**src/rtl/lifo_arbiter_ctrl.sv**
```systemverilog
// Two-client round-robin push/pop sequencer for the shared LIFO, with a shadow occupancy count.
// Optional LIFO_ARB_STATS_EN adds saturating push/pop/nack counters.
module lifo_arbiter_ctrl #(
    parameter int DATA_W = 4,
    parameter int DEPTH  = 8,
    parameter int CNT_W  = 4
) (
    input  logic              clk,
    input  logic              reset,
    input  logic              req0_push,
    input  logic              req0_pop,
    input  logic [DATA_W-1:0] req0_data,
    output logic              req0_grant,
    output logic              req0_nack,
    input  logic              req1_push,
    input  logic              req1_pop,
    input  logic [DATA_W-1:0] req1_data,
    output logic              req1_grant,
    output logic              req1_nack,
    output logic              rd_valid,
    output logic              rd_owner,
    output logic [DATA_W-1:0] rd_data,
    output logic [DATA_W+1:0] lifo_vector,
    input  logic [DATA_W-1:0] lifo_data_in,
    input  logic              lifo_empty,
    input  logic              lifo_full,
    output logic [CNT_W-1:0]  occupancy,
    output logic              flag_err
`ifdef LIFO_ARB_STATS_EN
    ,
    output logic [7:0]        push_cnt,
    output logic [7:0]        pop_cnt,
    output logic [7:0]        nack_cnt
`endif
);

    typedef enum logic [1:0] {IDLE, POP_WAIT, POP_CAP} state_t;

    localparam logic [CNT_W-1:0] DEPTH_C = CNT_W'(DEPTH);
    localparam logic [CNT_W-1:0] ONE_C   = CNT_W'(1);

    state_t              state_q, state_d;
    logic [CNT_W-1:0]    occ_q, occ_d;
    logic                last_grant_q, last_grant_d;
    logic [DATA_W-1:0]   last_data_q, last_data_d;
    logic                issued_q, issued_d;
    logic                rd_valid_q, rd_valid_d;
    logic                rd_owner_q, rd_owner_d;
    logic [DATA_W-1:0]   rd_data_q, rd_data_d;
    logic                flag_err_q, flag_err_d;

    logic                req0, req1, sel;
    logic                sel_push, sel_pop;
    logic [DATA_W-1:0]   sel_data;
    logic                do_grant, do_nack, do_push, do_pop;
    logic [DATA_W+1:0]   vec;

    always_comb begin
        state_d      = state_q;
        occ_d        = occ_q;
        last_grant_d = last_grant_q;
        last_data_d  = last_data_q;
        issued_d     = 1'b0;
        rd_valid_d   = 1'b0;
        rd_owner_d   = rd_owner_q;
        rd_data_d    = rd_data_q;
        flag_err_d   = flag_err_q;
        do_grant     = 1'b0;
        do_nack      = 1'b0;
        do_push      = 1'b0;
        do_pop       = 1'b0;
        vec          = '0;

        req0     = req0_push | req0_pop;
        req1     = req1_push | req1_pop;
        sel      = (req0 && req1) ? ~last_grant_q : req1;
        sel_push = sel ? req1_push : req0_push;
        sel_pop  = sel ? req1_pop  : req0_pop;
        sel_data = sel ? req1_data : req0_data;

        unique case (state_q)
            IDLE: begin
                // flags lag one cycle behind an issued command
                if (!issued_q &&
                    ((lifo_full  != (occ_q == DEPTH_C)) ||
                     (lifo_empty != (occ_q == '0))))
                    flag_err_d = 1'b1;
                if (req0 || req1) begin
                    last_grant_d = sel;
                    if (sel_push && sel_pop) begin
                        do_nack = 1'b1;
                    end else if (sel_push && occ_q == DEPTH_C) begin
                        do_nack = 1'b1;
                    end else if (sel_pop && occ_q == '0) begin
                        do_nack = 1'b1;
                    end else if (sel_push) begin
                        do_grant    = 1'b1;
                        do_push     = 1'b1;
                        vec         = {2'b10, sel_data};
                        occ_d       = occ_q + ONE_C;
                        last_data_d = sel_data;
                        issued_d    = 1'b1;
                    end else begin
                        do_grant   = 1'b1;
                        do_pop     = 1'b1;
                        vec        = {2'b01, last_data_q};
                        occ_d      = occ_q - ONE_C;
                        issued_d   = 1'b1;
                        rd_owner_d = sel;
                        state_d    = POP_WAIT;
                    end
                end
            end
            POP_WAIT: state_d = POP_CAP;
            POP_CAP: begin
                rd_data_d  = lifo_data_in;
                rd_valid_d = 1'b1;
                state_d    = IDLE;
            end
            default: state_d = IDLE;
        endcase

        req0_grant  = do_grant & ~sel & ~reset;
        req1_grant  = do_grant &  sel & ~reset;
        req0_nack   = do_nack  & ~sel & ~reset;
        req1_nack   = do_nack  &  sel & ~reset;
        lifo_vector = reset ? '0 : vec;
    end

    always_ff @(posedge clk) begin
        if (reset) begin
            state_q      <= IDLE;
            occ_q        <= '0;
            last_grant_q <= 1'b1;
            last_data_q  <= '0;
            issued_q     <= 1'b0;
            rd_valid_q   <= 1'b0;
            rd_owner_q   <= 1'b0;
            rd_data_q    <= '0;
            flag_err_q   <= 1'b0;
        end else begin
            state_q      <= state_d;
            occ_q        <= occ_d;
            last_grant_q <= last_grant_d;
            last_data_q  <= last_data_d;
            issued_q     <= issued_d;
            rd_valid_q   <= rd_valid_d;
            rd_owner_q   <= rd_owner_d;
            rd_data_q    <= rd_data_d;
            flag_err_q   <= flag_err_d;
        end
    end

    assign rd_valid  = rd_valid_q;
    assign rd_owner  = rd_owner_q;
    assign rd_data   = rd_data_q;
    assign occupancy = occ_q;
    assign flag_err  = flag_err_q;

`ifdef LIFO_ARB_STATS_EN
    logic [7:0] push_cnt_q, push_cnt_d;
    logic [7:0] pop_cnt_q, pop_cnt_d;
    logic [7:0] nack_cnt_q, nack_cnt_d;

    always_comb begin
        push_cnt_d = push_cnt_q;
        pop_cnt_d  = pop_cnt_q;
        nack_cnt_d = nack_cnt_q;
        if (do_push && push_cnt_q != 8'hFF) push_cnt_d = push_cnt_q + 8'd1;
        if (do_pop  && pop_cnt_q  != 8'hFF) pop_cnt_d  = pop_cnt_q  + 8'd1;
        if (do_nack && nack_cnt_q != 8'hFF) nack_cnt_d = nack_cnt_q + 8'd1;
    end

    always_ff @(posedge clk) begin
        if (reset) begin
            push_cnt_q <= '0;
            pop_cnt_q  <= '0;
            nack_cnt_q <= '0;
        end else begin
            push_cnt_q <= push_cnt_d;
            pop_cnt_q  <= pop_cnt_d;
            nack_cnt_q <= nack_cnt_d;
        end
    end

    assign push_cnt = push_cnt_q;
    assign pop_cnt  = pop_cnt_q;
    assign nack_cnt = nack_cnt_q;
`endif

endmodule

```
**config.mk**
```make
export PLATFORM = sky130hd
export DESIGN_NAME = lifo_arbiter_ctrl
export DESIGN_NICKNAME = d
export VERILOG_FILES = /design/src/rtl/lifo_arbiter_ctrl.sv
export SDC_FILE = /design/constraint.sdc
export NUM_CORES = 1
export LEC_CHECK = 0
export ABC_CLOCK_PERIOD_IN_PS = 1850
export CELL_PAD_IN_SITES_DETAIL_PLACEMENT = 0
export CELL_PAD_IN_SITES_GLOBAL_PLACEMENT = 1
export CORE_ASPECT_RATIO = 0.75
export CORE_UTILIZATION = 29
export CTS_BUF_LIST = sky130_fd_sc_hd__clkbuf_4 sky130_fd_sc_hd__clkbuf_8
export CTS_CLUSTER_SIZE = 8
export DETAILED_ROUTE_END_ITERATION = 16
export PLACE_DENSITY_LB_ADDON = 0.1
export SLEW_MARGIN = 30
export SYNTH_ARGS = -nofsm -noshare
export SYNTH_HDL_FRONTEND = slang
export SYNTH_SLANG_ARGS = --single-unit
export TNS_END_PERCENT = 30
```
**constraint.sdc**
```tcl
create_clock -name clk -period 1.85 [get_ports clk]
set_input_delay 0.37 -clock clk [delete_from_list [all_inputs] [get_ports clk]]
set_output_delay 0.37 -clock clk [all_outputs]
set_load 0.03 [all_outputs]
```
==> flow_metrics.tcl <==
set metrics [dict create \
    skew_ps 2.71 \
    postLayoutCellArea_mm2 0.00214 \
    port_buffers 40 \
    row_count 18 \
    synth_compound_area_frac 0.215 \
    syn_area_per_cell_um2 8.62 \
    cp_top_family "compound AO/OA/AOI/OAI gates" \
    final_common_cell "buf_4" \
    antenna_found_initial 0 \
    ys_ff_latch 19 \
    cts_buffers 3 \
    drtIter0Drc 19 \
    worstPathMaxFanout 5 \
    clock_latency_ps 260 \
    clock.fmax_mhz 459 \
    slew_violations 0 \
    end_kind "primary output" \
    syn_nets 148 \
    p_per_area_mw_per_mm2 1150 \
    postPlaceCellArea_mm2 0.00190 \
    yosysUniqueCellTypes 38 \
    synth_edf_count 0 \
    drt_pre_antenna_iters 2 \
    antenna_cells 0 \
    synth_mux_area_frac 0.0960 \
    status "finished with violations" \
    drt_wl_total_um 3270 \
    ant_nets 0 \
    yosys.area_share.simple 0.290 \
    clkSlewWorstSetupHoldPaths_ps 70 \
    slew_headroom 0.652 \
    start_kind "flop" \
    final_nets 238 \
    ys_seq_area_frac 0.347 \
    leakagePower_uw 0.000947 \
    fp.coreArea_mm2 0.00345 \
    violations "negative setup slack" \
    globalRouteOverflowTotal 0 \
    async_flop_share 0 \
    min_period_ps 2180 \
    viasPerCell 4.63 \
    hold_violations 0 \
    layout_common_cells "buf_4, clkdlybuf4s50_1, nor2_1, nand2_1, dfxtp_1" \
    synth-xor-area-share 0.0160 \
    drc 0 \
    worst_slack_ps -328 \
    die-area_mm2 0.00403 \
    synth_top_family_by_area "simple AND/OR/NAND/NOR gates" \
    cpPeakStageDelay_ps 360 \
    hp-class "flop to flop" \
    grt_usage 0.165 \
    dieHeight_um 55.2 \
    rsz0062_at_grt "yes" \
    synth_fa_ha_area_frac 0.0114 \
    cts.sinks 19 \
    htree_levels 1 \
    fp.dieW_um 72.9 \
    peakVddDrop_mv 0.507 \
    cts_tree "built" \
    io-pin-count 41 \
    grt_first_pass_wirelength_um 5210 \
    ys.flop_type "dfxtp_1" \
    setup-violations-final 12 \
    clockRootBuffer "clkbuf_8" \
    post-route-period-util 1.18 \
    place_ws_ps -690 \
    crit_type "flop to primary output" \
    grt_max_degree 13 \
    critPathBufInv 2 \
    gp_congestion 0.726 \
    num_vias 1231 \
    syn_to_final_growth_pct 95.3 \
    dp.cells 250 \
    crit_chain "nand2b_4 -> a21oi_4 -> a31oi_4 -> a2111oi_4 -> buf_4 -> a22o_4 -> buf_6" \
    dp_hpwl_um 2400 \
    grt_pass1_vias 1153 \
    post-route-util 0.621 \
    arrival_ps 1810 \
    synthesis.area_mm2 0.00109 \
    required_ps 1480 \
    clockBufferDepth 2 \
    slowest_stage "dfxtp_4" \
    syn_inst 127 \
    ys_warn_count 0 \
    worst_pin_slew_ps 522 \
    initial_utilization 0.318 \
    drv_cap 0 \
    layout-drive-gt1-share 0.486 \
    instances_no_fill 266 \
    wire_per_inst_um 12.3 \
]
## layout make-up
cell class	instances	area [µm²]
multi-input combinational	101	857
fill	296	1310
clock buffer	3	41.3
timing repair buffer	89	772
sequential	19	389
inverter	3	11.3
clock inverter	1	5.00
tap	50	62.6
## power breakdown
part           internal, µW  switching [µW]  leakage, µW
Sequential              498            80.4     0.000157
Combinational           858             726     0.000765
Clock                   150             142    0.0000255
Total                  1510             948     0.000947
## Yosys cell counts (2+ instances only)
| master | n | area [µm²] |
|---|---|---|
| a21oi_1 | 5 | 25.0 |
| a22o_1 | 4 | 35.0 |
| and2_1 | 2 | 12.5 |
| clkbuf_1 | 3 | 11.3 |
| dfxtp_1 | 19 | 380 |
| inv_1 | 3 | 11.3 |
| mux2i_1 | 9 | 90.1 |
| nand2_1 | 18 | 67.6 |
| nand2b_1 | 3 | 18.8 |
| nand3_1 | 3 | 15.0 |
| nor2_1 | 21 | 78.8 |
| nor2b_1 | 4 | 25.0 |
| nor3_1 | 3 | 15.0 |
| o21ai_0 | 5 | 25.0 |
| xnor2_1 | 2 | 17.5 |
## stage by stage
| stage | setup TNS (ps) | power (µW) | hold WS, ps |
|---|---|---|---|
| 2_1_floorplan | -1690 | 1350 | 457 |
| 3_3_place_gp | -10460 | 1930 | 451 |
| 3_5_place_dp | -11020 | 1940 | 465 |
| 4_1_cts | -2890 | 2350 | 483 |
| 5_1_grt | -3760 | 2610 | 526 |
| 6_report | -2810 | 2450 | 484 |
## worst register-to-register path, cell delays in order, from the launching register on
cell and delay [ps]:
dfxtp_4 360, nand2b_4 150, a21oi_4 150, buf_4 160, o21bai_4 70, a22oi_2 180
nand2_2 110, buf_4 140, buf_4 120, buf_4 120, buf_4 120, buf_4 120
buf_4 120, inv_1 30
## kinds of logic after synthesis
family	count (synthesis)
buffers and inverters	7
XOR/XNOR	2
AND/OR/NAND/NOR	60
flip-flops	19
multiplexers	10
AO/OA/AOI/OAI	28
adder cells (fa/ha/maj)	1
## flip-flops by register name, summed over array words and instances, names as in the netlist
signal / flops
flag_err: 1
last_data_q: 4
rd_valid: 1
state_q: 2
issued_q: 1
occupancy: 4
rd_data: 4
last_grant_q: 1
rd_owner: 1
## path summary, 6_finish.rpt
path	from	to	slack [ps]	cells past startpoint
worst max-delay path	last_grant_q	lifo_vector[3]	-330	7
worst min-delay path	flag_err	flag_err	480	2
worst max register to register	last_grant_q	issued_q	-150	13
worst min register to register	flag_err	flag_err	480	2
## what timing repair did
| item | in CTS | in global routing |
|---|---|---|
| setup buffers | 12 | 2 |
| gates resized for setup | 28 | 14 |
| hold endpoints to repair | 0 | 0 |
| pin swaps | 7 | 8 |
| endpoints found under the setup margin | 19 | 16 |
| hold buffers | 0 | 0 |
## routing by layer
| metal | part of all wire | global-route usage | vias to the layer above |
|---|---|---|---|
| met5 | 0 | 0 | - |
| li1 | - | - | 628 |
| met2 | 0.49 | 0.290 | 30 |
| met4 | 0.0031 | 0.0252 | 0 |
| met1 | 0.47 | 0.209 | 571 |
| met3 | 0.039 | 0.0383 | 2 |
Power figures use the tool's default switching activity.
